`config.mk`:
```
export PLATFORM = sky130hd
export DESIGN_NAME = stopwatch_ctrl
export DESIGN_NICKNAME = d
export VERILOG_FILES = /design/src/rtl/stopwatch_pkg.sv /design/src/rtl/mod_digit.sv /design/src/rtl/stopwatch_ctrl.sv
export SDC_FILE = /design/constraint.sdc
export NUM_CORES = 1
export LEC_CHECK = 0
export CORE_MARGIN = 2
export CORE_UTILIZATION = 25
export CTS_CLUSTER_DIAMETER = 60
export DETAILED_ROUTE_END_ITERATION = 6
export DONT_BUFFER_PORTS = 1
export PLACE_DENSITY = 0.41
export SYNTH_ARGS = -nofsm -noshare
export SYNTH_HDL_FRONTEND = slang
export SYNTH_SLANG_ARGS = --single-unit
export TNS_END_PERCENT = 30
```
`constraint.sdc`:
```
create_clock -name clk -period 2.02 [get_ports clk]
set_input_delay 0.303 -clock clk [delete_from_list [all_inputs] [get_ports clk]]
set_output_delay 0.303 -clock clk [all_outputs]
set_load 0.01 [all_outputs]
```
`src/rtl/stopwatch_pkg.sv`:
```
// Shared types for the stopwatch controller: FSM state encoding and the
// digit-range helper used by the top level and the digit counters.
package stopwatch_pkg;

  typedef enum logic [1:0] {
    IDLE  = 2'd0,
    RUN   = 2'd1,
    PAUSE = 2'd2,
    DONE  = 2'd3
  } state_t;

  // Largest legal value of a W-bit digit counting modulo mod.
  function automatic logic [31:0] digit_max(input int mod);
    return 32'(mod - 1);
  endfunction

endpackage

```
`src/rtl/mod_digit.sv`:
```
// One modulo-MOD decimal-style digit counter; advances on en and carries
// out in the same cycle it wraps from MOD-1 back to 0.
module mod_digit
  import stopwatch_pkg::*;
#(
  parameter int MOD = 11,
  parameter int W   = 4
) (
  input  logic         clk,
  input  logic         reset,
  input  logic         en_i,
  input  logic         clr_i,
  output logic [W-1:0] q_o,
  output logic         carry_o
);

  localparam logic [W-1:0] MAX_Q = W'(digit_max(MOD));

  logic [W-1:0] q_q;
  logic         at_max;

  assign at_max  = (q_q == MAX_Q);
  assign carry_o = en_i && at_max;
  assign q_o     = q_q;

  // NOTE: sequential state is written with <= only, so every register samples
  // the pre-edge values of its neighbours regardless of block ordering.
  always_ff @(posedge clk) begin
    if (!reset) begin
      q_q <= '0;
    end else if (clr_i) begin
      q_q <= '0;
    end else if (en_i) begin
      q_q <= at_max ? '0 : q_q + 1'b1;
    end
  end

endmodule

```
`src/rtl/stopwatch_ctrl.sv`:
```
// Run/pause/clear stopwatch: prescaler-driven tick into a ripple chain of
// modulo digits, with a target compare that parks the FSM in DONE.
module stopwatch_ctrl
  import stopwatch_pkg::*;
#(
  parameter int PRESCALE = 4,
  parameter int MOD      = 11,
  parameter int DIGITS   = 2,
  parameter int W        = 4
) (
  input  logic                clk,
  input  logic                reset,
  input  logic                start,
  input  logic                stop,
  input  logic                clear,
  input  logic [DIGITS*W-1:0] target,
  output logic [DIGITS*W-1:0] count,
  output logic                running,
  output logic                done,
  output logic [1:0]          state
);

  localparam int            PW      = (PRESCALE > 1) ? $clog2(PRESCALE) : 1;
  localparam logic [PW-1:0] PRE_TOP = PW'(PRESCALE - 1);
  localparam logic [W-1:0]  MAX_Q   = W'(digit_max(MOD));

  state_t        state_q;
  logic [PW-1:0] presc_q;
  logic          done_q;

  logic              target_ok;
  logic              match;
  logic              advance;
  logic              presc_wrap;
  logic              tick;
  logic              digit_clr;
  logic [DIGITS-1:0] digit_en;
  logic [DIGITS-1:0] digit_carry;

  // A target with any digit outside 0..MOD-1, or all zero, can never be hit.
  // NOTE: every always_comb output gets a default first so no path leaves it
  // unassigned and no latch is inferred.
  always_comb begin
    target_ok = (target != '0);
    for (int i = 0; i < DIGITS; i++) begin
      if (target[i*W +: W] > MAX_Q) target_ok = 1'b0;
    end
  end

  assign match      = target_ok && (count == target);
  assign presc_wrap = (presc_q == PRE_TOP);

  // The run clock keeps going on a stop cycle; only clear or a match that
  // is about to take the FSM into DONE freezes it, so count holds in DONE.
  assign advance   = (state_q == RUN) && !clear && !(match && !stop);
  assign tick      = advance && presc_wrap;
  assign digit_clr = clear || ((state_q == DONE) && start);

  always_comb begin
    digit_en    = '0;
    digit_en[0] = tick;
    for (int i = 1; i < DIGITS; i++) begin
      digit_en[i] = digit_carry[i-1];
    end
  end

  for (genvar g = 0; g < DIGITS; g++) begin : g_digit
    mod_digit #(
      .MOD (MOD),
      .W   (W)
    ) u_digit (
      .clk     (clk),
      .reset   (reset),
      .en_i    (digit_en[g]),
      .clr_i   (digit_clr),
      .q_o     (count[g*W +: W]),
      .carry_o (digit_carry[g])
    );
  end

  always_ff @(posedge clk) begin
    if (!reset) begin
      state_q <= IDLE;
      presc_q <= '0;
      done_q  <= 1'b0;
    end else begin
      done_q <= 1'b0;
      if (advance) presc_q <= presc_wrap ? '0 : presc_q + 1'b1;
      if (clear) begin
        state_q <= IDLE;
        presc_q <= '0;
      end else begin
        unique case (state_q)
          IDLE: begin
            if (start) begin
              state_q <= RUN;
              presc_q <= '0;
            end
          end
          RUN: begin
            if (stop) begin
              state_q <= PAUSE;
            end else if (match) begin
              state_q <= DONE;
              done_q  <= 1'b1;
            end
          end
          PAUSE: begin
            if (start && !stop) state_q <= RUN;
          end
          DONE: begin
            if (start) begin
              state_q <= RUN;
              presc_q <= '0;
            end
          end
          default: state_q <= IDLE;
        endcase
      end
    end
  end

  assign state   = state_q;
  assign running = (state_q == RUN);
  assign done    = done_q;

endmodule
```
# Yosys cells after proc, flatten, opt, wreduce, memory -nomap -nowiden
# Index checks and enable logic that the tools add are counted.
# totals
register_bits	13
input_bits	13
output_inout_bits	12
elab_cells	55
# classes
addsub	3
order_cmp	2
eq_ne	10
muxes	14
bitwise	2
reduce_logical	19
# op_table
operator	n
2-bit 2-to-1 mux	8
4-bit by 1-bit adder with 4-bit output (second input constant)	2
4-bit equality test (second input constant)	2
8-bit equality test	1
4-bit > comparator (second input constant)	2
1-bit logical AND	8
4-bit 2-to-1 mux	2
8-bit nonzero test	1
2-bit equality test (second input constant)	3
2-bit case mux with 3 select lines	1
2-bit OR reduction	3
4-bit OR reduction	1
1-bit zero test	3
1-bit 2-to-1 mux	3
3-bit by 2-bit inequality test with 1-bit output (second input constant)	1
3-bit AND reduction	1
2-bit by 1-bit adder with 2-bit output (second input constant)	1
2-bit by 1-bit equality test with 1-bit output (second input constant)	1
2-bit zero test	1
2-bit by 1-bit inequality test with 1-bit output (second input constant)	1
2-bit inequality test (second input constant)	1
1-bit NOT	2
1-bit logical OR	1

# Depth between registers and ports, before layout
# logic_depth
ltp_word	10
depth_mapped	8
depth_no_buf	7

# Hierarchy
# A second synthesis with hierarchy kept.
# hier_totals
hier_cells	105
area_unflattened_um2	874.6
# modules_own_cells
mod	instances	cells_each	area_per_inst_um2
stopwatch_ctrl	1	55	451.7
mod_digit	2	25	211.5

# Least setup slack after synthesis
# No wires, ideal clock.
# synth_timing
kind	register -> register
from	register state_q[0], in the netlist state[0]
to	register g_digit[1].u_digit.q_q[3]
setup_time_ps	75
arrival_ps	1771
required_ps	1945
setup_slack_ps	174
path_stages_with_launch	7
synth_period_minus_slack_ps	1846
cell_sequence	dfxtp_1 ha_1 nor4bb_1 nand4_1 a41o_2 or3_1 a31oi_1
# synth_between
elab_chain_cells	5
elab_cells_between_ends	9
# synth_rtl
item	line	rtl
from (decl)	stopwatch_ctrl.sv:27	state_t state_q;
from (signal assigned)	stopwatch_ctrl.sv:83	state_q <= IDLE;
from (signal assigned)	stopwatch_ctrl.sv:90	state_q <= IDLE;
from (signal assigned)	stopwatch_ctrl.sv:96	state_q <= RUN;
2-bit by 1-bit equality test with 1-bit output	--	
named net running	stopwatch_ctrl.sv:18	output logic running,
1-bit logical AND (2 in series)	stopwatch_ctrl.sv:55	assign advance = (state_q == RUN) && !clear && !(match && !stop);
1-bit logical AND	stopwatch_ctrl.sv:56	assign tick = advance && presc_wrap;
1-bit logical AND	mod_digit.sv:23	assign carry_o = en_i && at_max;
to (signal assigned)	mod_digit.sv:34	q_q <= at_max ? '0 : q_q + 1'b1;
to (decl)	mod_digit.sv:19	logic [W-1:0] q_q;
# The timed path passes the listed nets, and every way through them passes these cells.
# A chain may end at the register's enable or synchronous reset.

# Final worst setup path
# layout_timing
from	register g_digit[1].u_digit.q_q[2]
to	register presc_q[0]
# layout_between
elab_chain_cells	8
# layout_rtl
item	line	rtl
8-bit equality test (*)	stopwatch_ctrl.sv:50	assign match = target_ok && (count == target);
1-bit logical AND (*)	stopwatch_ctrl.sv:50	
1-bit logical AND (*)	stopwatch_ctrl.sv:55	
1-bit zero test (*)	stopwatch_ctrl.sv:55	
1-bit logical AND (*)	stopwatch_ctrl.sv:55	
2-bit 2-to-1 mux (*)	stopwatch_ctrl.sv:88	if (advance) presc_q <= presc_wrap ? '0 : presc_q + 1'b1;
2-bit 2-to-1 mux	stopwatch_ctrl.sv:95, stopwatch_ctrl.sv:112	
2-bit 2-to-1 mux (*)	--	
to (signal assigned)	stopwatch_ctrl.sv:88	
to (decl)	stopwatch_ctrl.sv:28	logic [PW-1:0] presc_q;
# Mark *: on every way between the ends. The rest lies on a longest branch, timed or not.

==> results.md <==
- Status: finished clean
- Die area: around 0.0043 mm^2
- Clock sink count: 13
- Netlist cell types: approximately 40
- Cell taking the most area after synthesis: dfxtp_1
- Fmax: roughly 550 MHz
- Vias in the first global route: ~950
- GRT overflow: 0
- Cells on worst reg2reg path: 5
- Vias per inst: 5.41
- Starting DRT DRC Count: 69
- Largest net degree at the start of global routing: 10
- Crit path largest cell delay: about 0.5 ns
- Synth top area cells: dfxtp_1 27%, xor2_1 7.3%, ha_1 5.2%
- Switching Fraction: between 20% and 30%
- Max cap viols: 0
- Power density over the cells: about 500 mW/mm^2
- Routed wire length: 2850 um
- First-pass GRT wire length: ~4600 um
- Clk root buf: clkbuf_8
- Row count: 22
- Peak supply drop: roughly 210 uV
- Final hold viol count: 0
- Post-synthesis sequential area ratio: a little over a quarter
- Worst EP arrival: between 1.5 and 2 ns
- CP cell instances: xor2_1 -> nor4_4 -> and4_1 -> or4_1 -> a21oi_1
- Pre-antenna DRT Iters: 4
- Critical setup path kind: reg -> reg
- Worst R2R Start: g_digit[1].u_digit.q_o[2]$_SDFFE_PP0P_
- Die width: between 60 and 70 um
- DRC: 0
- Clock Power Share: a little over two fifths
- Most frequent cells in the layout: 13 x dfxtp_1, 12 x buf_4, 10 x nand2_1
- Top Ports: 25
- Core ar.: approximately 0.0037 mm^2
- Crit start category: flip-flop
- WHS: 0.241 ns
- Switching Power: 139 uW
- Max Buffers Root-to-Sink: 2
- Util after Layout: roughly 31%
- Hold Path End: state[0]$_SDFFE_PP0P_
- Tot Pwr: 563 uW
- Comb pwr share: between 10% and 20%
- Seq cells post-synth: 13
- Mapped Cells: between 100 and 150
- Final GP Congestion: between 0.7 and 0.8
- Layout cells sized above 1: a little under a fifth
- Initial antenna violation count: 0
- Syn. warnings: 0
- Sequential Power Share: a little under half
- Cell Int Power: 423 uW
- Worst slew pin tran: between 0.5 and 0.6 ns
- TNS Setup: 0 ns
- DR vias: about 950
- Clock Skew: between 0.003 and 0.004 ns
- Final instance area: roughly 0.0011 mm^2
- IO Port Bufs: 0
- Area Overhead vs Synth: 18.3%
- Detail Placement HPWL: around 2200 um
- CTS Buf Count: 3
- Min Tclk post-route: between 1.5 and 2 ns
- Final Non-Filler Cells: approximately 180
- Postcts setup bufs: 0
- Static leakage: around 0.43 nW
- Period utilization: 89.9%
- Avg Cell Area, Syn: approximately 8.3 um^2
- Fillers: around 390
- Hold Crit Start: reset
- Pins over their slew limit: 0
- Antenna diodes: 0
- Synth top area share: between 20% and 30%
- Slew margin rel.: between 60 and 70%
- Worst EP required: between 2 and 2.5 ns
- Post-place instance area: about 0.0011 mm^2
- Reg-to-reg setup timing slack: between 0.2 and 0.25 ns
- Initial Utilization: roughly a quarter
- R2R Path End: presc_q[0]$_SDFF_PP0_
- Most common cell after layout, fill and taps aside: dfxtp_1
- Setup ws final: slightly above 0.2 ns
- Detail Route Antenna Nets: 0
- Gr usage total: between 10% and 20%
- Worst Hold Depth: 2
- Height of the die: 65.9 um
- Crit path from: g_digit[1].u_digit.q_o[2]$_SDFFE_PP0P_
- # hold bufs at CTS: 0
- Fin nets: between 100 and 150
- Place WS: 0.209 ns
- Clock latency on the worst-skew pair: ~0.25 ns
- H-tree levels: 1
- Syn Nets: between 100 and 150
- CTS clk-pin slew, worst paths: 0.06 ns
- HP Class: in -> reg
- Slowest CP cell: dfxtp_1
- Finish-stage setup viols: 0
- Placed cell count: around 170
- Peak fanout along the critical path: 8
- Synth Cell Area: around 960 um^2
- # resized after CTS: 0
- Routed wire per std cell: roughly 16 um
- Top delay family on crit path: simple AND/OR/NAND/NOR gates
- WP buf/inv: 0
- Worst Setup End Kind: flip-flop
- RSZ-0062 raised after global routing: false
- TritonCTS clock tree: yes
worst max path at each step:
stage	endpoint	slack, ns	cells after the start
6_report	presc_q[0]$_SDFF_PP0_	0.20	5
5_1_grt	g_digit[1].u_digit.q_o[3]$_SDFFE_PP0P_	0.05	6
4_1_cts	presc_q[0]$_SDFF_PP0_	0.20	5
3_5_place_dp	presc_q[0]$_SDFF_PP0_	0.21	5
3_3_place_gp	g_digit[1].u_digit.q_o[0]$_SDFFE_PP0P_	0.25	5
2_1_floorplan	g_digit[1].u_digit.q_o[3]$_SDFFE_PP0P_	0.17	6
power by group through the flow:
stage | registers (mW) | logic [mW] | clock network (mW)
finish | 0.260 | 0.0611 | 0.242
global route | 0.260 | 0.0683 | 0.258
CTS | 0.260 | 0.0611 | 0.246
detailed placement | 0.266 | 0.0607 | 0
global placement | 0.266 | 0.0599 | 0
floorplan | 0.267 | 0.0429 | 0
area by class of cell:
class	instances	area, um^2	area share [%]
multi-input cells	94	658	58.1
flip-flops and latches	13	260	23.0
repair buffers	12	90.1	7.96
well taps	48	60.1	5.30
clock buffers	4	45.0	3.98
inverters	5	18.8	1.66
Yosys cell counts, drive strengths merged:
master  instances
buf             2
nor4            4
a41o            1
xnor2           1
xor2            8
nand2b          2
o211a           1
ha              4
nor4bb          1
a21o            2
and2            2
a31oi           2
o22ai           1
inv             5
and3            3
nor2b           4
nand3           2
o41ai           1
nor3            2
nor2            7
nand2          10
or2             1
mux2            1
nand4b          2
clkbuf          1
o21ai           6
or4             1
nand4           6
o31ai           3
a211oi          1
and4            1
a21oi           9
dfxtp          13
a22oi           1
a222oi          1
a221oi          1
or3             2
logic make-up (layout without fill, tap and decap cells):
logic type                 after synthesis  in the layout  share of synthesized area, %
DFF                                     13             13                          27.2
muxes                                    1              1                          1.18
AOI/OAI and AO/OA                       30             30                          20.4
xor gates and xnor gates                 9              9                          8.24
and+or+nand+nor                         50             50                          33.7
buffers and inverters                    8             21                          4.05
adders and majority gates                4              4                          5.23
routing by layer:
layer / GRT usage (%) / wire (um) / vias up
li1: - / - / 456
met1: 18.0 / 1340 / 472
met2: 22.6 / 1310 / 20
met3: 3.41 / 166 / 4
met4: 5.99 / 34 / 0
met5: 0 / 0 / -
registers in the layout, summed over array words and instances (netlist names):
| signal | count |
|---|---|
| state | 2 |
| done | 1 |
| g_digit.u_digit.q_o | 8 |
| presc_q | 2 |
No activity file was read; power rests on OpenSTA's default activity.
